--- config.mk ---
export PLATFORM = sky130hd
export DESIGN_NAME = apb_controller_fsm
export DESIGN_NICKNAME = d
export VERILOG_FILES = /design/src/rtl/bridge_pkg.sv /design/src/rtl/apb_controller_fsm.sv
export SDC_FILE = /design/constraint.sdc
export NUM_CORES = 1
export LEC_CHECK = 0
export ABC_AREA = 1
export CAP_MARGIN = 20
export CORE_MARGIN = 10
export CORE_UTILIZATION = 40
export DETAILED_ROUTE_END_ITERATION = 8
export GPL_TIMING_DRIVEN = 0
export PLACE_DENSITY_LB_ADDON = 0.05
export RECOVER_POWER = 100
export SKIP_CTS_REPAIR_TIMING = 1
export SLEW_MARGIN = 30
export SYNTH_ARGS = -nofsm -noshare
export SYNTH_HDL_FRONTEND = slang
export SYNTH_SLANG_ARGS = --single-unit
--- constraint.sdc ---
create_clock -name clk -period 5.32 [get_ports clk]
set_input_delay 1.064 -clock clk [delete_from_list [all_inputs] [get_ports clk]]
set_output_delay 1.064 -clock clk [all_outputs]
set_load 0.02 [all_outputs]
--- src/rtl/bridge_pkg.sv ---
// Shared types and constants for the AHB-to-APB bridge: controller state
// encoding, slave address map and default bus widths.
package bridge_pkg;

    localparam int ADDR_W_DEF = 32;
    localparam int DATA_W_DEF = 32;
    localparam int NSEL_DEF   = 3;

    // APB slave region map; each region is 64 MiB.
    localparam logic [31:0] SLV0_BASE = 32'h8000_0000;
    localparam logic [31:0] SLV1_BASE = 32'h8400_0000;
    localparam logic [31:0] SLV2_BASE = 32'h8800_0000;
    localparam logic [31:0] SLV_LIMIT = 32'h8C00_0000;

    typedef enum logic [2:0] {
        ST_IDLE     = 3'd0,
        ST_WWAIT    = 3'd1,
        ST_READ     = 3'd2,
        ST_WRITE    = 3'd3,
        ST_WRITEP   = 3'd4,
        ST_RENABLE  = 3'd5,
        ST_WENABLE  = 3'd6,
        ST_WENABLEP = 3'd7
    } apb_state_e;

    // APB SETUP phase: PSEL asserted, PENABLE low.
    function automatic logic is_setup(input apb_state_e s);
        return (s == ST_READ) || (s == ST_WRITE) || (s == ST_WRITEP);
    endfunction

    // APB ACCESS phase: PSEL and PENABLE both asserted.
    function automatic logic is_enable(input apb_state_e s);
        return (s == ST_RENABLE) || (s == ST_WENABLE) || (s == ST_WENABLEP);
    endfunction

endpackage

--- src/rtl/apb_controller_fsm.sv ---
// APB master-side sequencer of the AHB-to-APB bridge: turns qualified AHB
// transfers into APB SETUP/ENABLE pairs and stalls AHB via hreadyout.
module apb_controller_fsm
    import bridge_pkg::*;
#(
    parameter int ADDR_W = ADDR_W_DEF,
    parameter int DATA_W = DATA_W_DEF,
    parameter int NSEL   = NSEL_DEF
) (
    input  logic              clk,
    input  logic              rst_n,
    input  logic              valid,
    input  logic              hwrite,
    input  logic              hwritereg,
    input  logic [ADDR_W-1:0] haddr,
    input  logic [ADDR_W-1:0] haddr1,
    input  logic [ADDR_W-1:0] haddr2,
    input  logic [DATA_W-1:0] hwdata,
    input  logic [DATA_W-1:0] hwdata1,
    input  logic [NSEL-1:0]   tempselx,
    output logic [NSEL-1:0]   pselx,
    output logic              penable,
    output logic              pwrite,
    output logic [ADDR_W-1:0] paddr,
    output logic [DATA_W-1:0] pwdata,
    output logic              hreadyout
);

    apb_state_e        state_q,     state_d;
    logic [NSEL-1:0]   pselx_q,     pselx_d;
    logic              penable_q,   penable_d;
    logic              pwrite_q,    pwrite_d;
    logic [ADDR_W-1:0] paddr_q,     paddr_d;
    logic [DATA_W-1:0] pwdata_q,    pwdata_d;
    logic              hreadyout_q, hreadyout_d;

    // ------------------------------------------------------------------
    // Next-state logic
    // ------------------------------------------------------------------
    always_comb begin
        // NOTE: default assigned first so every path drives state_d; no latch.
        state_d = state_q;
        unique case (state_q)
            ST_IDLE: begin
                if (valid && !hwrite)     state_d = ST_READ;
                else if (valid && hwrite) state_d = ST_WWAIT;
                else                      state_d = ST_IDLE;
            end
            ST_WWAIT:    state_d = valid ? ST_WRITEP : ST_WRITE;
            ST_READ:     state_d = ST_RENABLE;
            ST_WRITE:    state_d = valid ? ST_WENABLEP : ST_WENABLE;
            ST_WRITEP:   state_d = ST_WENABLEP;
            ST_RENABLE,
            ST_WENABLE: begin
                if (valid && !hwrite)     state_d = ST_READ;
                else if (valid && hwrite) state_d = ST_WWAIT;
                else                      state_d = ST_IDLE;
            end
            ST_WENABLEP: begin
                if (!hwritereg)           state_d = ST_READ;
                else if (valid)           state_d = ST_WRITEP;
                else                      state_d = ST_WRITE;
            end
            default:     state_d = ST_IDLE;
        endcase
    end

    // ------------------------------------------------------------------
    // Output next-values, keyed on the state being entered
    // ------------------------------------------------------------------
    always_comb begin
        pselx_d     = pselx_q;
        penable_d   = penable_q;
        pwrite_d    = pwrite_q;
        paddr_d     = paddr_q;
        pwdata_d    = pwdata_q;
        hreadyout_d = hreadyout_q;

        unique case (state_d)
            ST_READ: begin
                paddr_d     = haddr;
                pwrite_d    = 1'b0;
                pselx_d     = tempselx;
                penable_d   = 1'b0;
                hreadyout_d = 1'b0;
            end
            ST_WRITE,
            ST_WRITEP: begin
                // A pipelined write's address/data have slid one stage further back.
                if (state_q == ST_WENABLEP) begin
                    paddr_d  = haddr2;
                    pwdata_d = hwdata1;
                end else begin
                    paddr_d  = haddr1;
                    pwdata_d = hwdata;
                end
                pwrite_d    = 1'b1;
                pselx_d     = tempselx;
                penable_d   = 1'b0;
                hreadyout_d = 1'b0;
            end
            ST_RENABLE,
            ST_WENABLE,
            ST_WENABLEP: begin
                penable_d   = 1'b1;
                hreadyout_d = 1'b1;
            end
            ST_IDLE,
            ST_WWAIT: begin
                pselx_d     = '0;
                penable_d   = 1'b0;
                hreadyout_d = 1'b1;
            end
            default: begin
                pselx_d     = '0;
                penable_d   = 1'b0;
                hreadyout_d = 1'b1;
            end
        endcase
    end

    // ------------------------------------------------------------------
    // State and output registers
    // ------------------------------------------------------------------
    always_ff @(posedge clk) begin
        // NOTE: non-blocking assignments so all registers sample pre-edge values.
        if (!rst_n) begin
            state_q     <= ST_IDLE;
            pselx_q     <= '0;
            penable_q   <= 1'b0;
            pwrite_q    <= 1'b0;
            paddr_q     <= '0;
            pwdata_q    <= '0;
            hreadyout_q <= 1'b1;
        end else begin
            state_q     <= state_d;
            pselx_q     <= pselx_d;
            penable_q   <= penable_d;
            pwrite_q    <= pwrite_d;
            paddr_q     <= paddr_d;
            pwdata_q    <= pwdata_d;
            hreadyout_q <= hreadyout_d;
        end
    end

    assign pselx     = pselx_q;
    assign penable   = penable_q;
    assign pwrite    = pwrite_q;
    assign paddr     = paddr_q;
    assign pwdata    = pwdata_q;
    assign hreadyout = hreadyout_q;

endmodule

# Yosys cells after proc, flatten, opt, wreduce, memory -nomap -nowiden
# Cells that the tools add are included.
# word_totals
regBits	73
inputBits	168
out_inout_bits	70
# op_classes
eq_ne	14
muxes	13
n_reduce_logical	14
# op_table
operator	n
$mux W32	2
$pmux W32 S2	1
$eq A3 B3 Y1 const B	8
$pmux W3 S6	1
$eq A3 B2 Y1 const B	4
$reduce_or A5 Y1	2
$reduce_or A3 Y1	3
$eq A3 B1 Y1 const B	2
$logic_not A3 Y1	2
$mux W3	2
$pmux W1 S2	3
$pmux W3 S2	1
$reduce_bool A2 Y1	2
$reduce_or A2 Y1	2
$logic_and A1 B1 Y1	2
$mux W1	2
$mux W2	1
$logic_not A1 Y1	1

# Logic depth before layout (Yosys ltp)
# logic_depth
ltp_word	7
depth_mapped	15
mapped_depth_nobuf	13

# Worst setup path after synthesis
# OpenSTA, ideal clock, no wires.
# synth_path
path_kind	input port to flip-flop
startpoint	in hwritereg
endpoint	reg pwdata_q[28] (netlist: pwdata[28])
t_arrival_ps	2187
setup_slack_ps	3014
path_stages	10
path_cell_list	nand2_1 -> o22ai_1 -> nor2_4 -> inv_2 -> nand3_2 -> nand3_2 -> buf_6 -> buf_4 -> o21ai_0 -> a21oi_1
# synth_between
elab_chain_cells	4
word_cells_on_any_way	5
# synth_rtl
element	line_no	text
start, declared	apb_controller_fsm.sv:14	input logic hwritereg,
$mux W3 (*)	apb_controller_fsm.sv:60	if (!hwritereg) state_d = ST_READ;
$pmux W3 S6 (*)	apb_controller_fsm.sv:43	unique case (state_q)
$eq A3 B2 Y1 or $eq A3 B3 Y1 (tied branches)	apb_controller_fsm.sv:79	unique case (state_d)
$reduce_or A2 Y1 (*)	-	
end signal, assigned	apb_controller_fsm.sv:141	pwdata_q <= pwdata_d;
end, declared	apb_controller_fsm.sv:34	logic [DATA_W-1:0] pwdata_q, pwdata_d;
# Mark *: on every way between the ends. The rest lies on a longest branch, timed or not.
# A chain may end at the register's enable or synchronous reset.

# Worst setup path after layout
# layout_path
startpoint	in valid
endpoint	reg paddr_q[10] (netlist: paddr[10])
# layout_between
elab_chain_cells	7
word_cells_on_any_way	14
# layout_rtl
element	line_no	text
start, declared	apb_controller_fsm.sv:12	input logic valid,
$logic_and A1 B1 Y1	apb_controller_fsm.sv:46, apb_controller_fsm.sv:56	
$mux W1	apb_controller_fsm.sv:46, apb_controller_fsm.sv:56	
$mux W2	apb_controller_fsm.sv:45	if (valid && !hwrite) state_d = ST_READ;
$pmux W3 S6 (*)	apb_controller_fsm.sv:43	
$eq A3 B2 Y1 or $eq A3 B3 Y1 (tied branches)	apb_controller_fsm.sv:79	
$reduce_or A2 Y1	-	
$pmux W32 S2 or $reduce_bool A2 Y1 (tied branches)	-	
end signal, assigned	apb_controller_fsm.sv:140	paddr_q <= paddr_d;
end, declared	apb_controller_fsm.sv:33	logic [ADDR_W-1:0] paddr_q, paddr_d;
# Marks and branches as above.

==> impl_summary.log <==
INFO  metric path_cells = dlygate4sd3_1, inv_1, nor2_1, nand3_2, nand4_1, nand3_1, nand3_1, clkbuf_1, clkbuf_1, nand2_1, nand2_1, a21oi_1
INFO  metric synth-seq-area-share = 0.343
INFO  metric port_buffers = 236
INFO  metric timing.final.crit_share = 0.686
INFO  metric cp.required = 5.54 ns
INFO  metric final_area = 0.00693 mm2
INFO  metric areaGrowthSynthToFinish = 62.8%
INFO  metric hold_path.class = flop to flop
INFO  metric placement_rows = 37
INFO  metric post_synth.cell_area_avg = 6.19 um2
INFO  metric setup_total_negative_slack = 0 ns
INFO  metric globalplace.congestion = 0.884
INFO  metric finalHoldViolCount = 0
INFO  metric ioPinCount = 238
INFO  metric worstRegToRegCells = 11
INFO  metric residual_drc_count = 0
INFO  metric ys_warn_count = 0
INFO  metric r2r_start = state_q[2]$_SDFF_PN0_
INFO  metric layout_setup_ws = 1.67 ns
INFO  metric initial_core_util = 0.412
INFO  metric cts_made_buffers = 9
INFO  metric detailroute.via_count = 5,220
INFO  metric synth_simple_gate_area_share = 0.407
INFO  metric mappedNetlistArea = 0.00426 mm2
INFO  metric dp.final_hpwl = 13.7 mm
INFO  metric final_net_count = 1,103
INFO  metric adder_cell_share_of_the_synthesized_area = 0
INFO  metric dominant_combinational_cell_family_by_area_after_synthesis = simple AND/OR/NAND/NOR gates
INFO  metric clk_root_buffer_cell = clkbuf_8
INFO  metric clock.fmax = 274 MHz
INFO  metric critical-path-max-stage-delay = 0.61 ns
INFO  metric syn_nets = 856
INFO  metric dpl-instance-area = 0.00679 mm2
INFO  metric status = finished, final reports clean
INFO  metric cp-end-kind = flop
INFO  metric pwr-share-clk = 0.101
INFO  metric fp.dieArea = 0.0152 mm2
INFO  metric clockBufferDepth = 2
INFO  metric drt-vias-per-instance = 4.85
INFO  metric worst-setup-path-type = input port to flop
INFO  metric hold_start = pwdata[29]$_SDFFE_PN0N_
INFO  metric synth_compound_area_frac = 0.121
INFO  metric antenna_found_initial = 0
INFO  metric cts_htree_levels = 3
INFO  metric final_util = 0.671
INFO  metric die-width = 123 um
INFO  metric routed_wirelength = 16.7 mm
INFO  metric period_needed = 3.65 ns
INFO  metric slew_headroom = 0.622
INFO  metric clkTransAtPathRegs = 0.08 ns
INFO  metric synthCells = 688
INFO  metric detail_route.first_pass.iterations = 5
INFO  metric synth_top_area_frac = 0.343
INFO  metric global_route_wire_length_before_repair = 25.7 mm
INFO  metric slowest_stage = dlygate4sd3_1
INFO  metric power.sequential.fraction = 0.197
INFO  metric cell_internal_pwr = 2.13 mW
INFO  metric avgRoutedWirePerCell = 15.5 um
INFO  metric grt_start_max_net_pins = 14
INFO  metric drive_gt1_frac = 0.0330
INFO  metric finalSetupViolCount = 0
INFO  metric power.combinational.fraction = 0.702
INFO  metric globalRouteOverflowTotal = 0
INFO  metric diodes = 0
INFO  metric crit-reg2reg-capture = paddr[10]$_SDFFE_PN0P_
INFO  metric yosys_register_bits = 73
INFO  metric power_per_cell_area = 645 mW/mm2
INFO  metric clk_latency = 0.35 ns
INFO  metric ys_top_cells_by_area = dfxtp_1 (34%), nand2_1 (24%), inv_1 (5.9%), o21ai_0 (5.9%), nand4_1 (5.3%)
INFO  metric first_global_vias = 5,219
INFO  metric synth.area.mux_share = 0.00941
INFO  metric worstHoldEndpoint = pwdata[29]$_SDFFE_PN0N_
INFO  metric slew_worst_pin = 0.568 ns
INFO  metric chipHeight = 123 um
INFO  metric pre_cts_ws = 2.09 ns
INFO  metric dominant_cell_type_by_area_after_synthesis = dfxtp_1
INFO  metric tritoncts = built
INFO  metric gr-usage-all-layers = 0.209
INFO  metric first_iter_violations = 230
INFO  metric core_ar = 0.0103 mm2
INFO  metric p_leak = 3.28 nW
INFO  metric max_cap_viol_count = 0
INFO  metric cts_sinks = 73
INFO  metric yosys.area_share.xor_xnor = 0
INFO  metric power.switching_fraction = 0.524
INFO  metric clock-skew-final = 0.00802 ns
INFO  metric reg2reg_slack = 2.47 ns
INFO  metric antenna_violating_nets_post_route = 0
INFO  metric post_synth_num_cell_types = 27
INFO  metric unrepaired_setup_endpoints_after_global_routing = no
INFO  metric highest_fanout_seen_on_the_critical_path = 10
INFO  metric p_switching = 2.34 mW
INFO  metric worstHoldPathCells = 2
INFO  metric worst_ep_arrival_time = 3.87 ns
INFO  metric vdd.ir_drop.worst = 0.318 mV
INFO  metric start_kind = input port
INFO  metric timing_max_transition_violations_final = 0
-- cell usage in the layout, fill, tap and decap left out, drive strengths merged --
master         synthesis  routed
o21ai                 60      60
dlygate4sd3            0      71
o22ai                  1       1
bufinv                 0       1
nor2                  37      37
o21a                   1       1
nand2                269     269
dfxtp                 73      73
buf                   18       7
nand3                 14      14
nand3b                28      28
a21oi                 40      40
clkinv                 1       5
mux2i                  4       4
inv                   70      71
clkdlybuf4s50          0     165
nand4                 38      38
nor3                   2       2
clkbuf                32      53
-- cell families (layout without fill, tap and decap cells) --
| family | count (synthesis) | in the layout |
|---|---|---|
| simple gates | 388 | 388 |
| buf+inv | 121 | 373 |
| flops | 73 | 73 |
| compound gates | 102 | 102 |
| mux | 4 | 4 |
-- stage by stage --
stage               hold slack, ns  cells  power, mW
finish                       0.445   1076       4.47
global placement             0.431   1060       4.18
CTS                          0.448   1076       4.72
floorplan                    0.520    688       3.17
global route                 0.461   1076       4.95
detailed placement           0.435   1060       4.25
-- worst max-delay path: cells and delay by family --
family / cells / cell delay, ns
and+or+nand+nor: 7 / 1.26
buffers and inverters: 4 / 1.47
AOI/OAI and AO/OA: 1 / 0.07
-- state kept, by name, indices dropped and copies added, names as in the netlist --
signal,cells
penable,1
state_q,3
pselx,3
paddr,32
pwrite,1
hreadyout,1
pwdata,32
-- power groups by stage --
| stage | Sequential [mW] | Clock [mW] | Combinational [mW] |
|---|---|---|---|
| after floorplan | 1.12 | 0 | 2.05 |
| after global placement | 0.886 | 0 | 3.29 |
| after detailed placement | 0.901 | 0 | 3.35 |
| after CTS | 0.889 | 0.461 | 3.37 |
| after global routing | 0.904 | 0.485 | 3.56 |
| final | 0.881 | 0.453 | 3.14 |
-- synthesized netlist by cell type --
library cell  instances
inv_2                 3
buf_1                 3
nand4_1              36
nand2_2               1
buf_2                 7
buf_6                 4
nor2_1               35
nor2_4                1
inv_1                67
o22ai_1               1
clkbuf_1             32
o21a_1                1
a21oi_1              40
o21ai_1              10
clkinv_1              1
nand4_2               2
nor3_1                1
nand3b_1             28
buf_4                 4
nor2_2                1
nand2_1             268
nand3_2               5
nor3_2                1
nand3_1               9
o21ai_0              50
dfxtp_1              73
mux2i_1               4
-- per-layer routing --
| layer | up-vias | GRT usage | wire, um |
|---|---|---|---|
| met4 | 0 | 0.0495 | 174 |
| li1 | 2685 | - | - |
| met5 | - | 0 | 0 |
| met2 | 193 | 0.367 | 8240 |
| met3 | 16 | 0.0857 | 1680 |
| met1 | 2326 | 0.231 | 6590 |
-- worst max path at each step --
stage	start	to
detailed placement	valid	pselx[1]$_SDFFE_PN0P_
global placement	valid	pselx[1]$_SDFFE_PN0P_
global route	valid	paddr[28]$_SDFFE_PN0P_
finish	valid	paddr[10]$_SDFFE_PN0P_
CTS	valid	pselx[1]$_SDFFE_PN0P_
floorplan	hwritereg	pwdata[28]$_SDFFE_PN0N_
-- cell type report --
cell class | count | area, um2
buffer | 50 | 193
clock buffer | 10 | 138
clock inverter | 6 | 66.3
fill | 943 | 3400
inverter | 71 | 267
multi-input combinational | 494 | 2270
sequential | 73 | 1460
tap | 136 | 170
timing repair buffer | 236 | 2360
(Power assumes the default switching activity.)
